`src/rtl/bus_arbiter4_pkg.sv`:
```
// Shared arbiter definitions: state encoding, port count and the round-robin
// pick helper reused by the arbiters in this codebase.
package bus_arbiter4_pkg;

  localparam int ARB_PORTS = 4;

  typedef enum logic {
    IDLE  = 1'b0,
    GRANT = 1'b1
  } arb_state_e;

  typedef struct packed {
    logic       found;
    logic [1:0] idx;
  } rr_pick_t;

  // Walks ptr+3 down to ptr so the entry nearest ptr is written last and wins.
  function automatic rr_pick_t rr_pick(input logic [3:0] req, input logic [1:0] ptr);
    rr_pick_t   res;
    logic [1:0] idx;
    res = '0;
    for (int k = ARB_PORTS - 1; k >= 0; k--) begin
      idx = ptr + 2'(k);
      if (req[idx]) begin
        res.found = 1'b1;
        res.idx   = idx;
      end
    end
    return res;
  endfunction

endpackage

```
`src/rtl/bus_arbiter4_rr_priority4.sv`:
```
// Combinational 4-way round-robin picker: first set request at or after i_ptr.
module rr_priority4
  import bus_arbiter4_pkg::*;
(
  input  logic [ARB_PORTS-1:0] i_req,
  input  logic [1:0]           i_ptr,
  output logic                 o_found,
  output logic [1:0]           o_idx
);

  rr_pick_t w_pick;

  assign w_pick  = rr_pick(i_req, i_ptr);
  assign o_found = w_pick.found;
  assign o_idx   = w_pick.idx;

endmodule

```
`src/rtl/bus_arbiter4.sv`:
```
// Round-robin arbiter for a shared 4:1 datapath mux with locked bursts and a
// per-tenure beat limit; sel/gnt are registered, out_valid/ack combinational.
module bus_arbiter4
  import bus_arbiter4_pkg::*;
#(
  parameter int MAX_BEATS = 16,
  parameter int BEAT_W    = $clog2(MAX_BEATS) + 1
) (
  input  logic                 clock,
  input  logic                 reset_n,
  input  logic [ARB_PORTS-1:0] req,
  input  logic [ARB_PORTS-1:0] lock,
  input  logic                 out_ready,
  output logic                 out_valid,
  output logic [1:0]           sel,
  output logic [ARB_PORTS-1:0] gnt,
  output logic [ARB_PORTS-1:0] ack,
  output logic                 busy
);

  localparam logic [BEAT_W-1:0] LAST_BEAT = BEAT_W'(MAX_BEATS - 1);

  arb_state_e           r_state, w_state_nxt;
  logic [1:0]           r_owner, w_owner_nxt;
  logic [1:0]           r_ptr,   w_ptr_nxt;
  logic [BEAT_W-1:0]    r_beats, w_beats_nxt;
  logic [ARB_PORTS-1:0] r_gnt,   w_gnt_nxt;

  logic       w_granted;
  logic       w_owner_req;
  logic       w_xfer;
  logic       w_release;
  logic [1:0] w_pick_ptr;
  logic       w_found;
  logic [1:0] w_win;

  assign w_granted   = (r_state == GRANT);
  assign w_owner_req = req[r_owner];
  assign w_xfer      = w_granted & w_owner_req & out_ready;
  assign w_release   = w_granted &
                       ((w_xfer & (~lock[r_owner] | (r_beats == LAST_BEAT))) | ~w_owner_req);

  // On release the releasing owner drops to lowest priority in the same cycle.
  assign w_pick_ptr = w_granted ? (r_owner + 2'd1) : r_ptr;

  rr_priority4 u_pick (
    .i_req   (req),
    .i_ptr   (w_pick_ptr),
    .o_found (w_found),
    .o_idx   (w_win)
  );

  // NOTE: every next-state signal takes its hold value first, so no path
  // through the case can leave one unassigned and infer a latch.
  always_comb begin
    w_state_nxt = r_state;
    w_owner_nxt = r_owner;
    w_ptr_nxt   = r_ptr;
    w_beats_nxt = r_beats;
    case (r_state)
      IDLE: begin
        if (w_found) begin
          w_state_nxt = GRANT;
          w_owner_nxt = w_win;
          w_beats_nxt = '0;
        end
      end
      GRANT: begin
        if (w_release) begin
          w_ptr_nxt   = w_pick_ptr;
          w_beats_nxt = '0;
          if (w_found) begin
            w_owner_nxt = w_win;
          end else begin
            w_state_nxt = IDLE;
          end
        end else if (w_xfer) begin
          w_beats_nxt = r_beats + 1'b1;
        end
      end
      default: w_state_nxt = IDLE;
    endcase
    w_gnt_nxt = (w_state_nxt == GRANT) ? (ARB_PORTS'(1) << w_owner_nxt) : '0;
  end

  // NOTE: state registers use non-blocking assignments so every flop samples
  // the pre-edge values regardless of statement order.
  always_ff @(posedge clock or negedge reset_n) begin
    if (!reset_n) begin
      r_state <= IDLE;
      r_owner <= '0;
      r_ptr   <= '0;
      r_beats <= '0;
      r_gnt   <= '0;
    end else begin
      r_state <= w_state_nxt;
      r_owner <= w_owner_nxt;
      r_ptr   <= w_ptr_nxt;
      r_beats <= w_beats_nxt;
      r_gnt   <= w_gnt_nxt;
    end
  end

  // sel follows the owner register, which holds its value through IDLE.
  assign sel       = r_owner;
  assign gnt       = r_gnt;
  assign busy      = w_granted;
  assign out_valid = w_granted & w_owner_req;
  assign ack       = r_gnt & {ARB_PORTS{w_xfer}};

endmodule

```
`config.mk`:
```
export PLATFORM = sky130hd
export DESIGN_NAME = bus_arbiter4
export DESIGN_NICKNAME = d
export VERILOG_FILES = /design/src/rtl/bus_arbiter4_pkg.sv /design/src/rtl/bus_arbiter4_rr_priority4.sv /design/src/rtl/bus_arbiter4.sv
export SDC_FILE = /design/constraint.sdc
export NUM_CORES = 1
export LEC_CHECK = 0
export ABC_AREA = 1
export CORE_MARGIN = 2
export CORE_UTILIZATION = 53
export DETAILED_ROUTE_END_ITERATION = 8
export HOLD_SLACK_MARGIN = 0.06
export PLACE_DENSITY = 0.83
export SLEW_MARGIN = 20
export SYNTH_ARGS = -nofsm -noshare
export SYNTH_HDL_FRONTEND = slang
export SYNTH_SLANG_ARGS = --single-unit
export TNS_END_PERCENT = 20
```
`constraint.sdc`:
```
create_clock -name clock -period 2.9 [get_ports clock]
set_input_delay 0.58 -clock clock [delete_from_list [all_inputs] [get_ports clock]]
set_output_delay 0.58 -clock clock [all_outputs]
set_load 0.01 [all_outputs]
```
; ---- Word-level counts from Yosys, hierarchy flattened
; Cells that the tools add are included.
; Widths: inputs -> output; s select.
[word_totals]
register_bits = 14
in_bits = 11
out_inout_bits = 12
wordCells = 59
[classes]
add_sub_neg = 5
magnitude_cmp = 5
eq_ne = 3
n_shift = 1
n_mux = 28
bitwise_logic = 10
reduce_logical = 2
[ops]
columns = cell, n
row1 = $lt 2x3->1 const B, 5
row2 = $mux 5, 3
row3 = $bmux 1 s2, 6
row4 = $mux 3, 4
row5 = $pmux 5 s2, 1
row6 = $mux 1, 8
row7 = $mux 2, 3
row8 = $add 5x1->5 const B, 1
row9 = $eq 5x4->1 const B, 1
row10 = $add 2x1->2 const B, 2
row11 = $add 2x2->2 const B, 2
row12 = $and 1x1->1, 4
row13 = $and 4x4->4, 1
row14 = $mux 4, 1
row15 = $pmux 2 s2, 1
row16 = $reduce_and 2->1, 2
row17 = $shl 1x2->4 const A, 1
row18 = $ne 3x1->1 const B, 1
row19 = $not 1->1, 3
row20 = $ne 2x1->1 const B, 1
row21 = $or 1x1->1, 2
row22 = $pmux 1 s2, 1

; ---- Longest topological paths before layout
; Gate-level depths: netlist of run 1.
[logic_depth]
word_depth = 14
ltp_mapped = 15

; ---- Hierarchy
; Synthesis of run 1 repeated with hierarchy kept, for this count alone.
[unflattened]
hier_cells = 158
hier_area_um2 = 1088.5
[by_module_without_submodules]
columns = mod, instances, cells_each, area_per_inst_um2, seq_area_each_um2
row1 = bus_arbiter4, 1, 116, 895.9, 350.3
row2 = rr_priority4, 1, 42, 192.7, 0.0

; ---- Least setup slack after synthesis of run 1
; No wires, ideal clock.
[synth_timing]
path_type = register -> output
start = reg r_owner[0] (netlist: sel[0])
end = out ack[0]
t_arrival_ns = 1.303
setup_slack_ns = 1.017
stages_incl_launch_ff = 11
n_path_buf = 1
cell_sequence = dfrtp_1 > buf_6 > inv_8 > nand2_1 > nand3_2 > nand2_2 > nor2_4 > inv_2 > nor2_2 > inv_1 > nor2_1
[synth_between]
elab_chain_cells = 5
[synth_rtl]
columns = element, line
row1 = start: declaration, bus_arbiter4.sv:24  ; logic [1:0] r_owner, w_owner_nxt;
row2 = start signal: assignment, bus_arbiter4.sv:97  ; r_owner <= w_owner_nxt;
row3 = $bmux 1 s2, bus_arbiter4.sv:38  ; assign w_owner_req = req[r_owner];
row4 = $mux 1 (not written as such), bus_arbiter4.sv:38
row5 = $and 1x1->1, -
row6 = named net out_valid, bus_arbiter4.sv:14  ; output logic out_valid,
row7 = $and 1x1->1, bus_arbiter4.sv:39  ; assign w_xfer = w_granted & w_owner_req & out_ready;
row8 = $and 4x4->4, bus_arbiter4.sv:109  ; assign ack = r_gnt & {ARB_PORTS{w_xfer}};
row9 = end: declaration, bus_arbiter4.sv:17  ; output logic [ARB_PORTS-1:0] ack,
; The timed path passes the listed nets, and every way through them passes these cells. The select of a mux whose other input is x is not followed.

; ---- Worst setup path after layout of run 1
[layout_timing]
start = in req[3]
end = out out_valid
[layout_between]
elab_chain_cells = 3
[layout_rtl]
columns = element, line
row1 = start: declaration, bus_arbiter4.sv:11  ; input logic [ARB_PORTS-1:0] req,
row2 = $bmux 1 s2, bus_arbiter4.sv:38
row3 = $mux 1 (not written as such), bus_arbiter4.sv:38
row4 = $and 1x1->1, bus_arbiter4.sv:108  ; assign out_valid = w_granted & w_owner_req;
row5 = end: declaration, bus_arbiter4.sv:14
; No other way between the ends. The select of a mux whose other input is x is not followed.

==> metrics, run 1 <==
TritonCTS Buffers 3; Area Growth Syn to Fin 32.7%; unrepaired setup endpoints after global routing no; number of global-route vias before repair 908; TritonCTS clock tree done; Wirelength per Cell 11.1 µm; Main synth FF type dfrtp_1; top post-synthesis cells by area dfrtp_1, nand2_1, inv_1; GRT Total Usage 23.3%; Tightest Hold Check Type flop to flop; Syn Area/Cell 6.54 µm²; first-pass detailed-route iteration total 5; largest net degree at the start of global routing 15; I/O Pins 23; filler cell count 138; Via density 5.21; Placed Area 0.00130 mm²; root buf cell clkbuf_4; share of cells above drive strength 1 15.6%; num rows 15; clk sinks 14; reg-to-reg startpoint sel[0]$_DFF_PN0_; # setup viols final 0; post-route antenna net violation count 0; cts hold-fix bufs 0; Starting Density 57.4%; worst hold start r_beats[3]$_DFFE_PN0P_; Static Leak 0.770 nW; Clock Latency Late Sink 280 ps; count leader, synth nand2_1; H-tree levels 1; final worst slack 269 ps; status completed; Post-synth top cells nand2_1, inv_1, nor2_1; WL final 2340 µm; Critical Path AT 2050 ps; initial antenna violation count 0; max incr delay on CP 530 ps; Synth cell types 22; die height 47.7 µm; Max Slew Vio Count 0; total power 1.43 mW; Die Span X 47.7 µm; Nets 200; Clock Skew 1.22 ps; CP required 2320 ps; Worst Max-Slew Pin Slew 630 ps; Mapped Area 0.00101 mm²; Port Buffers 22; top-area cell type share of the netlist area 34.6%; beginning of the critical path req[3]; Final Hold Fails 0; first-pass GRT wire length 3680 µm; total die area 0.00228 mm²; HPWL Detailed 1920 µm; Final GP Congestion 0.869; Post-CTS Setup Inserts 0; startpoint types primary input; worst-path cell chain clkdlybuf4s50_1 -> nand2_1 -> nand3_2 -> nand2_2 -> nor2_4 -> buf_4 -> clkdlybuf4s50_1; post-synth top area cell dfrtp_1; Placed Cells 207; core area 0.00176 mm²; Post-synth EDFFs 0; final instance area 0.00135 mm²; DRC viols 0; Setup TNS 0 ps; Async SR Flop Fraction 100%; crit-path most repeated cell clkdlybuf4s50_1; Post-CTS Resized 0; total grt overflow 0; fin crit period 2630 ps; Worst IR Drop VDD 0.820 mV; syn nets 168; Iter 0 DRT Violations 44; sequential area share after synthesis 34.6%; max_slew headroom 57.9%; non-filler cells in the finished layout 211; CP max stage cell clkdlybuf4s50_1; clk buf depth 2; Cells after Synth 155; clk slew on worst S/H paths 90 ps; ant diodes 0; register bit total from synthesis 14; DP Worst Slack 26.4 ps; max frequency 380 MHz; Max-Cap Viols 0; crit share post-route 90.7%; Ys Warns 0; Power Dens Cells 1060 mW/mm²; crit path kind primary input to output pin; CP Max Fanout 2; vias after detailed routing 1100; Worst setup EP type output pin
-- kinds of logic after synthesis --
logic type                 count (synthesis)  share of synthesized area [%]
and+or+nand+nor                           97                           42.6
DFF                                       14                           34.6
AOI/OAI and AO/OA                         14                           8.52
adders and majority gates                  2                           2.47
buffers and inverters                     28                           11.9
-- layout by cell type, fill, tap and decap left out, types with 2 or more instances in the layout --
master / n
o21ai_1: 4
dlymetal6s2s_1: 4
inv_2: 5
nand2_2: 5
nand2_1: 51
nand3_2: 3
dfrtp_1: 14
a21oi_1: 5
nor2_1: 19
clkdlybuf4s50_1: 18
buf_4: 6
clkbuf_4: 3
inv_1: 21
o21ai_0: 2
nand3_1: 13
ha_1: 2
nand4_1: 2
-- where the power goes --
| group | switching [mW] | internal [mW] | total, mW | leakage [nW] |
|---|---|---|---|---|
| clock | 0.0648 | 0.0763 | 0.141 | 0.0210 |
| combinational | 0.562 | 0.378 | 0.940 | 0.574 |
| sequential | 0.0803 | 0.268 | 0.348 | 0.176 |
| total | 0.707 | 0.722 | 1.43 | 0.770 |
-- path summary, 6_finish.rpt --
kind / to / slack, ps / depth (start not counted)
max in group asynchronous: r_ptr[0]$_DFFE_PN0P_ / 1810 / 1
worst min-delay path: r_beats[3]$_DFFE_PN0P_ / 540 / 2
worst max register to register: gnt[2]$_DFF_PN0_ / 940 / 12
min in group asynchronous: sel[0]$_DFF_PN0_ / 690 / 1
worst min register to register: r_beats[3]$_DFFE_PN0P_ / 540 / 2
worst max-delay path: out_valid / 270 / 7
-- critical path, delay by kind of cell --
| kind | cells | cell delay (ps) |
|---|---|---|
| simple gates | 4 | 330 |
| buf+inv | 3 | 1140 |
-- state kept, by name (all words and copies together) (netlist names) --
register / flops
sel: 2
r_beats: 5
r_ptr: 2
gnt: 4
busy: 1
-- per-stage QoR --
stage	util, %	hold slack, ps
3_3_place_gp	73.6	494
2_1_floorplan	-	284
6_report	76.2	540
3_5_place_dp	73.6	524
5_1_grt	76.2	568
4_1_cts	75.7	544
-- metal layers --
layer,wire length (µm),global-route usage (%),vias up
li1,-,-,546
met5,0,0,-
met1,1030,29.6,502
met4,28,5.95,0
met2,1140,40.3,47
met3,140,4.53,5
-- layout make-up --
cell class / count / area [µm²] / share of cell area [%]
Clock buffer: 4 / 36.3 / 2.70
Tap cell: 25 / 31.3 / 2.33
Multi-Input combinational cell: 113 / 543 / 40.4
Timing Repair Buffer: 28 / 275 / 20.5
Inverter: 27 / 109 / 8.09
Sequential cell: 14 / 350 / 26.0
Note: power is estimated with default switching activity, not from simulation.
==> run 2: changes to the inputs <==
--- a/config.mk
+++ b/config.mk
@@ -7,12 +7,13 @@
 export LEC_CHECK = 0
 export ABC_AREA = 1
 export CORE_MARGIN = 2
-export CORE_UTILIZATION = 53
+export CORE_UTILIZATION = 54
 export DETAILED_ROUTE_END_ITERATION = 8
 export HOLD_SLACK_MARGIN = 0.06
 export PLACE_DENSITY = 0.83
 export SLEW_MARGIN = 20
 export SYNTH_ARGS = -nofsm -noshare
 export SYNTH_HDL_FRONTEND = slang
+export SYNTH_HIERARCHICAL = 1
 export SYNTH_SLANG_ARGS = --single-unit
 export TNS_END_PERCENT = 20
==> run 2 against run 1 <==
Net effect:
- clock skew increased by 4.9 ps
- hold slack lost 54 ps
- sequential power grew 2%
- synthesized cell count rose by 1.9%
- register-to-register slack got worse by 310 ps
- critical path depth is the same
- count of clock-buffer cells in the layout is the same
- worst setup slack worse by 47 ps
- area after synthesis increased by 7.4%
- cell area rose by 3.4%
- combinational power rose by 40%
- first-iteration DRC count shrank 50%
- critical path type unchanged
- largest cell class unchanged
- highest routed layer unchanged
==> metrics, run 2 <==
Wirelength per Cell 11.3 µm (+2.3%); I/O Pins 23 (unchanged); Critical Path AT 2100 ps (+50 ps); Post-synth top cells nand2_1, nor2_1, inv_1; TritonCTS clock tree done; commonest non-fill, non-tap cells in the layout nand2_1, nor2_1, clkdlybuf4s50_1; top post-synthesis cells by area dfrtp_1, nand2_1, nand2_2; top-area cell type share of the netlist area 32.2% (-2.4 points); Placed Cells 208 (+0.48%); Main synth FF type dfrtp_1; post-route antenna net violation count 0 (unchanged); max reg flops 5 (unchanged); unrepaired setup endpoints after global routing no; Hold Slack 486 ps (-53.8 ps); Syn Area/Cell 6.89 µm² (+5.4%); Clock Power Share 7.9% (-2.0 points); Sw Share 50.9% (+1.4 points); clk slew on worst S/H paths 90 ps (about the same); CP max stage cell clkdlybuf4s50_1; crit path kind primary input to output pin; root buf cell clkbuf_4; max incr delay on CP 530 ps (about the same); Synth cell types 23 (+4.5%); Static Leak 0.787 nW (+2.2%); Max-Cap Viols 0 (unchanged); total die area 0.00239 mm² (+4.9%); WL final 2410 µm (+2.8%); Final Hold Fails 0 (unchanged); Worst setup EP type output pin; first-pass GRT wire length 4500 µm (+22%); HPWL Detailed 1910 µm (-0.65%); largest register by flop count r_beats; DRC viols 0 (unchanged); DP Worst Slack 28.7 ps (+2.39 ps); Via density 4.97 (-4.6%); ant diodes 0 (unchanged); max frequency 373 MHz (-1.7%); beginning of the critical path req[3]; Worst IR Drop VDD 1.16 mV (+42%); startpoint types primary input; sequential area share after synthesis 32.2% (-2.4 points); post-synth top area cell dfrtp_1; core area 0.00192 mm² (+8.9%); largest net degree at the start of global routing 15 (unchanged); fin crit period 2680 ps (+46.8 ps); Clock Skew 6.16 ps (+4.94 ps); Area Growth Syn to Fin 27.8%; filler cell count 163 (+18%); # setup viols final 0 (unchanged); Setup crit end out_valid; Tightest Hold Check Type flop to flop; crit share post-route 92.3% (+1.6 points); Post-CTS Setup Inserts 0 (unchanged); R2R Setup Slk 630 ps (-310 ps); number of global-route vias before repair 1052 (+16%); P_int 0.895 mW (+24%); GRT Total Usage 24.0% (+0.72 points); first-pass detailed-route iteration total 4 (-1); worst r2r dst gnt[2]$_DFF_PN0_; CP required 2320 ps (about the same); register bit total from synthesis 14 (unchanged); register area 350 µm² (unchanged); WP depth 7 (unchanged); final worst slack 222 ps (-46.8 ps); most crowded layer after global routing met2; Setup TNS 0 ps (unchanged); Power Dens Cells 1310 mW/mm² (+23%); Nets 199 (-0.50%); most common cell after layout, fill and taps aside nand2_1; initial antenna violation count 0 (unchanged); TritonCTS Buffers 3 (unchanged); Port Buffers 22 (unchanged); count leader, synth nand2_1; die height 48.9 µm (+2.4%); clk buf depth 2 (unchanged); Iter 0 DRT Violations 22 (-50%); max_slew headroom 57.2% (-0.68 points); M1 GR Usage 28.4% (-1.2 points); Final GP Congestion 0.926 (+6.6%); Post-synth EDFFs 0 (unchanged); R2R depth 16 (+4); H-tree levels 1 (unchanged); crit-path most repeated cell clkdlybuf4s50_1; Top delay family on crit path buffers and inverters; Cells after Synth 158 (+1.9%); Max Slew Vio Count 0 (unchanged); GRT met3 Usage 6.44% (+1.9 points); reg-to-reg startpoint sel[0]$_DFF_PN0_; num rows 16 (+1); clk sinks 14 (unchanged); met2 Use GR 41.1% (+0.83 points); worst-path cell chain clkdlybuf4s50_1 -> nand2_1 -> nand3_2 -> nand3_4 -> buf_4 -> inv_2 -> clkdlybuf4s50_1; Die Span X 48.9 µm (+2.4%); NetSw 0.927 mW (+31%); Worst Max-Slew Pin Slew 640 ps (+10.2 ps); sequential share of power 19.5% (-4.9 points); worst path bufs/invs 4 (+1); Ys Warns 6 (+6); syn nets 171 (+1.8%); CP Max Fanout 3 (+1); status completed; Mapped Area 0.00109 mm² (+7.4%); Clock Latency Late Sink 290 ps (about the same); Async SR Flop Fraction 100% (unchanged); Starting Density 56.6% (-0.81 points); combinational power share 72.6% (+6.8 points); share of cells above drive strength 1 20.0% (+4.4 points); total grt overflow 0 (unchanged); non-filler cells in the finished layout 212 (+0.47%); vias after detailed routing 1054 (-4.2%); area occupied by multi-input gates 628 µm² (+16%)
-- run 2: cell count changes after synthesis, sizes merged, moves of 2 or more --
| cell | before | now |
|---|---|---|
| nor2 | 21 | 19 |
| or2 | 2 | 0 |
| nand2 | 56 | 67 |
| nand4 | 2 | 0 |
| inv | 27 | 22 |
| a21oi | 7 | 2 |
| and2 | 0 | 2 |
| nand3 | 16 | 19 |
-- run 2: layout make-up --
type	count	area share (%)
Multi-Input combinational cell	120	45.1
Sequential cell	14	25.2
Timing Repair Buffer	25	18.2
Inverter	22	6.47
Clock buffer	4	2.61
Tap cell	27	2.43
-- run 2: how the worst min path moves through the flow --
stage	endpoint	slack, ps	cells after the start	startpoint
final	r_ptr[1]$_DFFE_PN0P_	490	2	r_ptr[1]$_DFFE_PN0P_
after CTS	r_ptr[1]$_DFFE_PN0P_	490	2	r_ptr[1]$_DFFE_PN0P_
after detailed placement	r_ptr[1]$_DFFE_PN0P_	470	2	r_ptr[1]$_DFFE_PN0P_
after global placement	r_ptr[1]$_DFFE_PN0P_	460	2	r_ptr[1]$_DFFE_PN0P_
after global routing	r_ptr[1]$_DFFE_PN0P_	530	2	r_ptr[1]$_DFFE_PN0P_
after floorplan	busy$_DFF_PN0_	280	0	reset_n
-- run 2: power groups by stage --
stage          Combinational [mW]  Sequential [mW]  Clock (mW)
3_5_place_dp                 1.32            0.358           0
6_report                     1.32            0.355       0.143
3_3_place_gp                 1.28            0.356           0
2_1_floorplan               0.972            0.350           0
4_1_cts                      1.32            0.357       0.142
5_1_grt                      1.50            0.368       0.155
-- run 2: per-stage QoR --
stage	power [mW]	util [%]	cell area, µm²
after floorplan	1.32	-	1090
after global placement	1.63	69.9	1340
after detailed placement	1.67	69.9	1340
after CTS	1.82	71.7	1380
after global routing	2.02	72.4	1390
final	1.82	72.4	1390
-- run 2: cells by family (layout without fill, tap and decap cells) --
family | after synthesis | count (layout) | share of synthesized area [%]
fa+ha+maj | 2 | 2 | 2.30
xor+xnor | 1 | 1 | 0.805
simple gates | 107 | 107 | 46.9
compound gates | 9 | 9 | 6.55
mux | 1 | 1 | 0.920
flops | 14 | 14 | 32.2
buf+inv | 24 | 51 | 10.3
-- run 2: worst reg2reg max path: cells and delay by family (launching register included) --
family                 cells  cell delay (ps)
flip-flops                 1              520
buffers and inverters      1              130
XOR/XNOR                   1              180
AO/OA/AOI/OAI              2              530
AND/OR/NAND/NOR           12              830
-- run 2: layer usage --
layer / part of all wire, % / wire length (µm) / vias up
li1: - / - / 539
met1: 45 / 1070 / 489
met2: 48 / 1150 / 21
met3: 5.3 / 127 / 5
met4: 2.2 / 54 / 0
met5: 0 / 0 / -
-- run 2: what timing repair did --
item,in CTS,in global routing
setup endpoints to repair,0,4
hold buffers,0,0
gates resized for setup,0,5
==> run 3: changes to the inputs <==
--- a/config.mk
+++ b/config.mk
@@ -6,6 +6,7 @@
 export NUM_CORES = 1
 export LEC_CHECK = 0
 export ABC_AREA = 1
+export CAP_MARGIN = 25
 export CORE_MARGIN = 2
 export CORE_UTILIZATION = 54
 export DETAILED_ROUTE_END_ITERATION = 8
==> results of run 3 <==
Final layout, timing and power as in run 2 (identical DEF).
